`src/rtl/float_byte_assembler_pkg.sv`:
```
// Shared definitions for the byte-serial float assembler and the downstream float classifier:
// byte-slot mapping, drop counter limit and the one-hot float class encodings.
package float_byte_assembler_pkg;

    localparam logic [7:0] DROP_MAX = 8'hFF;

    typedef enum logic [4:0] {
        FC_ZERO      = 5'b00001,
        FC_NORMAL    = 5'b00010,
        FC_SUBNORMAL = 5'b00100,
        FC_INF       = 5'b01000,
        FC_NAN       = 5'b10000
    } float_class_e;

    // Big endian keeps byte 0 in asm[23:16]; little endian keeps byte 0 in asm[7:0].
    function automatic logic [23:0] asm_store(input logic big_endian, input logic [1:0] slot,
                                              input logic [23:0] asm_q, input logic [7:0] b);
        logic [23:0] r;
        r = asm_q;
        if (big_endian) begin
            case (slot)
                2'd0:    r[23:16] = b;
                2'd1:    r[15:8]  = b;
                default: r[7:0]   = b;
            endcase
        end else begin
            case (slot)
                2'd0:    r[7:0]   = b;
                2'd1:    r[15:8]  = b;
                default: r[23:16] = b;
            endcase
        end
        return r;
    endfunction

    function automatic logic [31:0] word_join(input logic big_endian, input logic [23:0] asm_q,
                                              input logic [7:0] b);
        return big_endian ? {asm_q, b} : {b, asm_q};
    endfunction

    function automatic logic [7:0] drop_inc(input logic [7:0] cnt);
        return (cnt == DROP_MAX) ? DROP_MAX : cnt + 8'd1;
    endfunction

endpackage

```
`src/rtl/float_byte_assembler_timer.sv`:
```
// Inter-byte idle counter; expired pulses on the cycle whose edge would bring the count to TIMEOUT.
module byte_idle_timer #(
    parameter int TIMEOUT = 16
) (
    input  logic clk,
    input  logic rst_n,
    input  logic run,
    input  logic clear,
    output logic expired
);
    localparam int CNT_W = (TIMEOUT > 0) ? $clog2(TIMEOUT + 1) : 1;
    localparam logic [CNT_W-1:0] LAST = CNT_W'((TIMEOUT > 0) ? TIMEOUT - 1 : 0);
    localparam logic ENABLED = (TIMEOUT > 0);

    logic [CNT_W-1:0] idle;

    assign expired = ENABLED && run && (idle == LAST);

    always_ff @(posedge clk or negedge rst_n) begin
        if (!rst_n) begin
            idle <= '0;
        end else if (clear || expired) begin
            idle <= '0;
        end else if (run) begin
            idle <= idle + 1'b1;
        end
    end

endmodule

```
`src/rtl/float_byte_assembler.sv`:
```
// Collects four accepted bytes into a 32-bit float word behind a valid/ready output,
// recovering from broken frames via in_sof or an inter-byte timeout.
module float_byte_assembler
    import float_byte_assembler_pkg::*;
#(
    parameter int BIG_ENDIAN = 1,
    parameter int TIMEOUT    = 16
) (
    input  logic        clk,
    input  logic        rst_n,
    input  logic [7:0]  in_byte,
    input  logic        in_valid,
    input  logic        in_sof,
    output logic        in_ready,
    output logic [31:0] num_out,
    output logic        num_valid,
    input  logic        num_ready,
    output logic [7:0]  drop_cnt,
    output logic        busy
);
    localparam logic BE = (BIG_ENDIAN != 0);

    logic [1:0]  idx, idx_nxt;
    logic [23:0] asm_q, asm_nxt;
    logic [31:0] out_nxt;
    logic        vld_nxt;
    logic [7:0]  drop_nxt;
    logic        accept;
    logic        expired;

    assign in_ready = !num_valid || num_ready;
    assign busy     = (idx != 2'd0);
    assign accept   = in_valid && in_ready;

    byte_idle_timer #(.TIMEOUT(TIMEOUT)) u_timer (
        .clk     (clk),
        .rst_n   (rst_n),
        .run     (busy && !accept),
        .clear   (accept),
        .expired (expired)
    );

    always_ff @(posedge clk or negedge rst_n) begin
        if (!rst_n) begin
            idx       <= 2'd0;
            asm_q     <= '0;
            num_out   <= '0;
            num_valid <= 1'b0;
            drop_cnt  <= '0;
        end else begin
            idx       <= idx_nxt;
            asm_q     <= asm_nxt;
            num_out   <= out_nxt;
            num_valid <= vld_nxt;
            drop_cnt  <= drop_nxt;
        end
    end

    // An accepted byte always beats a timeout expiring in the same cycle.
    always_comb begin
        idx_nxt  = idx;
        asm_nxt  = asm_q;
        out_nxt  = num_out;
        vld_nxt  = num_valid && !num_ready;
        drop_nxt = drop_cnt;
        if (accept) begin
            if (in_sof) begin
                asm_nxt = asm_store(BE, 2'd0, asm_q, in_byte);
                idx_nxt = 2'd1;
                if (idx != 2'd0) begin
                    drop_nxt = drop_inc(drop_cnt);
                end
            end else if (idx == 2'd3) begin
                out_nxt = word_join(BE, asm_q, in_byte);
                vld_nxt = 1'b1;
                idx_nxt = 2'd0;
            end else begin
                asm_nxt = asm_store(BE, idx, asm_q, in_byte);
                idx_nxt = idx + 2'd1;
            end
        end else if (expired) begin
            idx_nxt  = 2'd0;
            drop_nxt = drop_inc(drop_cnt);
        end
    end

endmodule

```
`config.mk`:
```
export PLATFORM = sky130hd
export DESIGN_NAME = float_byte_assembler
export DESIGN_NICKNAME = d
export VERILOG_FILES = /design/src/rtl/float_byte_assembler_pkg.sv /design/src/rtl/float_byte_assembler_timer.sv /design/src/rtl/float_byte_assembler.sv
export SDC_FILE = /design/constraint.sdc
export NUM_CORES = 1
export LEC_CHECK = 0
export BUFFER_PORTS_ARGS = -buffer_cell sky130_fd_sc_hd__buf_2
export CAP_MARGIN = 20
export CORE_UTILIZATION = 35
export CTS_BUF_LIST = sky130_fd_sc_hd__clkbuf_2
export DETAILED_ROUTE_END_ITERATION = 10
export HOLD_SLACK_MARGIN = 0.12
export PLACE_DENSITY_LB_ADDON = 0.05
export SLEW_MARGIN = 40
export SYNTH_ARGS = -nofsm -noshare
export SYNTH_HDL_FRONTEND = slang
export SYNTH_HIERARCHICAL = 1
export SYNTH_SLANG_ARGS = --single-unit
```
`constraint.sdc`:
```
create_clock -name clk -period 5.15 [get_ports clk]
set_input_delay 1.03 -clock clk [delete_from_list [all_inputs] [get_ports clk]]
set_output_delay 1.03 -clock clk [all_outputs]
set_load 0.1 [all_outputs]
```
==> results.json <==
{
  "wl_per_cell_um": 15.3,
  "synth_seq_cells": 72,
  "ant_nets": 0,
  "cts_buffers": 9,
  "clock_skew_ns": 0.0229,
  "io_pins": 56,
  "worstSetupPathType": "register to output pin",
  "cts.clk_slew.worst_paths_ns": 0.22,
  "syn_inst": 237,
  "cts_tree": "built",
  "vias": 2010,
  "crit_fanout": 5,
  "vias_per_cell": 4.89,
  "antenna_found_initial": 0,
  "required_ns": 4.12,
  "setup_tns_ns": 0,
  "drtPass1Iterations": 7,
  "rsz0062_at_grt": "false",
  "die_width_um": 97.9,
  "start_kind": "register",
  "first_global_vias": 2102,
  "die_area_sq_um": 9590,
  "postCtsSetupBuffers": 0,
  "synth_top_cell_area_share": 0.559,
  "hold_violations": 0,
  "yosys-top-cells-area": "dfrtp_1, mux2_4, mux2_2, ha_1, nand2_1",
  "overflow": 0,
  "synthesis.nets": 258,
  "synthArstFlopShare": 1.00,
  "grtUsageTotal": 0.146,
  "drt_iter0_markers": 54,
  "num_rows": 34,
  "netlist_area_sq_um": 3220,
  "min_path_type": "input port to asynchronous set/reset pin",
  "synth_edf_count": 0,
  "ys_types": 41,
  "port_buffers": 55,
  "end_kind": "output pin",
  "fp.dieH_um": 97.9,
  "yosys_warnings": 6,
  "routabilityCongestion": 0.802,
  "drc": 5,
  "post-route-min-period_ns": 2.81,
  "start_util": 0.366,
  "insertedDiodeCount": 0,
  "root_buffer": "clkbuf_2",
  "yosysTopAreaCell": "dfrtp_1",
  "crit_arrival_ns": 1.78,
  "syn_area_per_cell_sq_um": 13.6,
  "slew_headroom": 0.576,
  "grt_max_degree": 43,
  "ys.flop_type": "dfrtp_1",
  "fillers": 849,
  "nNetsFinal": 320,
  "finalWirelength_mm": 6.28,
  "holdWs_ns": 0.468,
  "clock_path_buffers": 2,
  "cts-resized-gates": 0,
  "ys_seq_area_frac": 0.559,
  "fin_crit_sh": 0.546,
  "tightest_slew_ns": 0.635,
  "maxCapViolCount": 0,
  "htreeDepth": 3,
  "grt_pass1_wl_mm": 10.7,
  "multiInputGateArea_sq_um": 1350,
  "core_region_area_sq_um": 8810,
  "regArea_sq_um": 1800,
  "synthToLayoutAreaGrowth_pct": 15.9,
  "clk_latency_ns": 0.50,
  "maxSlewViolCount": 0,
  "fmax_mhz": 356,
  "dp_hpwl_mm": 4.27,
  "drive_gt1_frac": 0.429,
  "setup_viol": 0,
  "cts.sinks": 72,
  "failed_checks": "DRC",
  "outcome": "complete, but fails checks",
  "cts_hold_buf": 0
}
routing by layer:
layer / global-route usage / vias up / part of all wire
met3: 0.0415 / 7 / 0.045
met1: 0.192 / 990 / 0.47
met2: 0.227 / 46 / 0.47
li1: - / 967 / -
met5: 0 / - / 0
met4: 0.0559 / 0 / 0.013
logic make-up after synthesis:
logic type / count (synthesis) / synth area share
flops: 72 / 0.559
mux: 54 / 0.223
simple gates: 61 / 0.108
fa+ha+maj: 8 / 0.0311
compound gates: 29 / 0.0544
buf+inv: 13 / 0.0241
critical path, stage by stage, from the launching register on:
cell and delay [ns]:
dfrtp_1 0.45, inv_1 0.10, ha_1 0.24, inv_1 0.08, buf_2 0.43
cells in the final DEF (no fill, tap or decap), drive strengths merged, types with 4 or more instances in the layout:
cell type,count
nand2,25
inv,6
o21ai,12
buf,57
mux2,52
a21oi,8
nand4,4
ha,8
nand2b,4
dfrtp,72
nor2,6
clkinv,4
clkbuf,9
metrics by stage:
stage          cell area (sq um)   util  instances  worst slack, ns
4_1_cts                     3730  0.424        411             2.28
3_5_place_dp                3600  0.409        396             1.93
6_report                    3730  0.424        411             2.34
3_3_place_gp                3590  0.408        395             2.04
2_1_floorplan               3220      -        237             2.06
5_1_grt                     3730  0.424        411             2.17
cell usage after synthesis (2+ instances only):
master and count:
nand2b_1 4, mux2i_1 2, and2_1 2, o31ai_1 2
o21ai_0 11, mux2_2 22, and3_1 3, nand3b_1 2
ha_1 8, nand2_1 24, and4_1 3, a21oi_1 8
nor2_1 6, nand4_1 4, inv_1 5, o211ai_1 2
nand3_1 3, buf_6 3, dfrtp_1 72, mux2_4 30
layout make-up:
cell class,instances,share of cell area
clock buffers,9,0.0121
clock inverters,6,0.0228
well taps,108,0.0362
inverters,7,0.00738
multi-input cells,152,0.361
flip-flops and latches,72,0.483
repair buffers,57,0.0778
flip-flops by register name (all words and copies together), names as in the netlist:
name and count:
asm_q 24, u_timer/idle 5, num_valid 1, drop_cnt 8, idx 2, num_out 32
final timing paths:
check                      depth (start not counted)                       to  slack, ns                  start
setup / recovery                                   4                     busy       2.34     idx[0]$_DFFE_PN0P_
hold / removal                                     1  num_out[12]$_DFFE_PN0P_       0.47                  rst_n
setup reg to reg                                   9  drop_cnt[2]$_DFFE_PN0P_       2.69    num_valid$_DFF_PN0_
hold reg to reg                                    2    asm_q[20]$_DFFE_PN0P_       0.51  asm_q[20]$_DFFE_PN0P_
max in group asynchronous                          2  num_out[17]$_DFFE_PN0P_       3.85                  rst_n
min in group clk                                   2    asm_q[20]$_DFFE_PN0P_       0.51  asm_q[20]$_DFFE_PN0P_
Power is not shown: default switching activity piles up to over one toggle a cycle in this logic, so the estimate is an artifact.
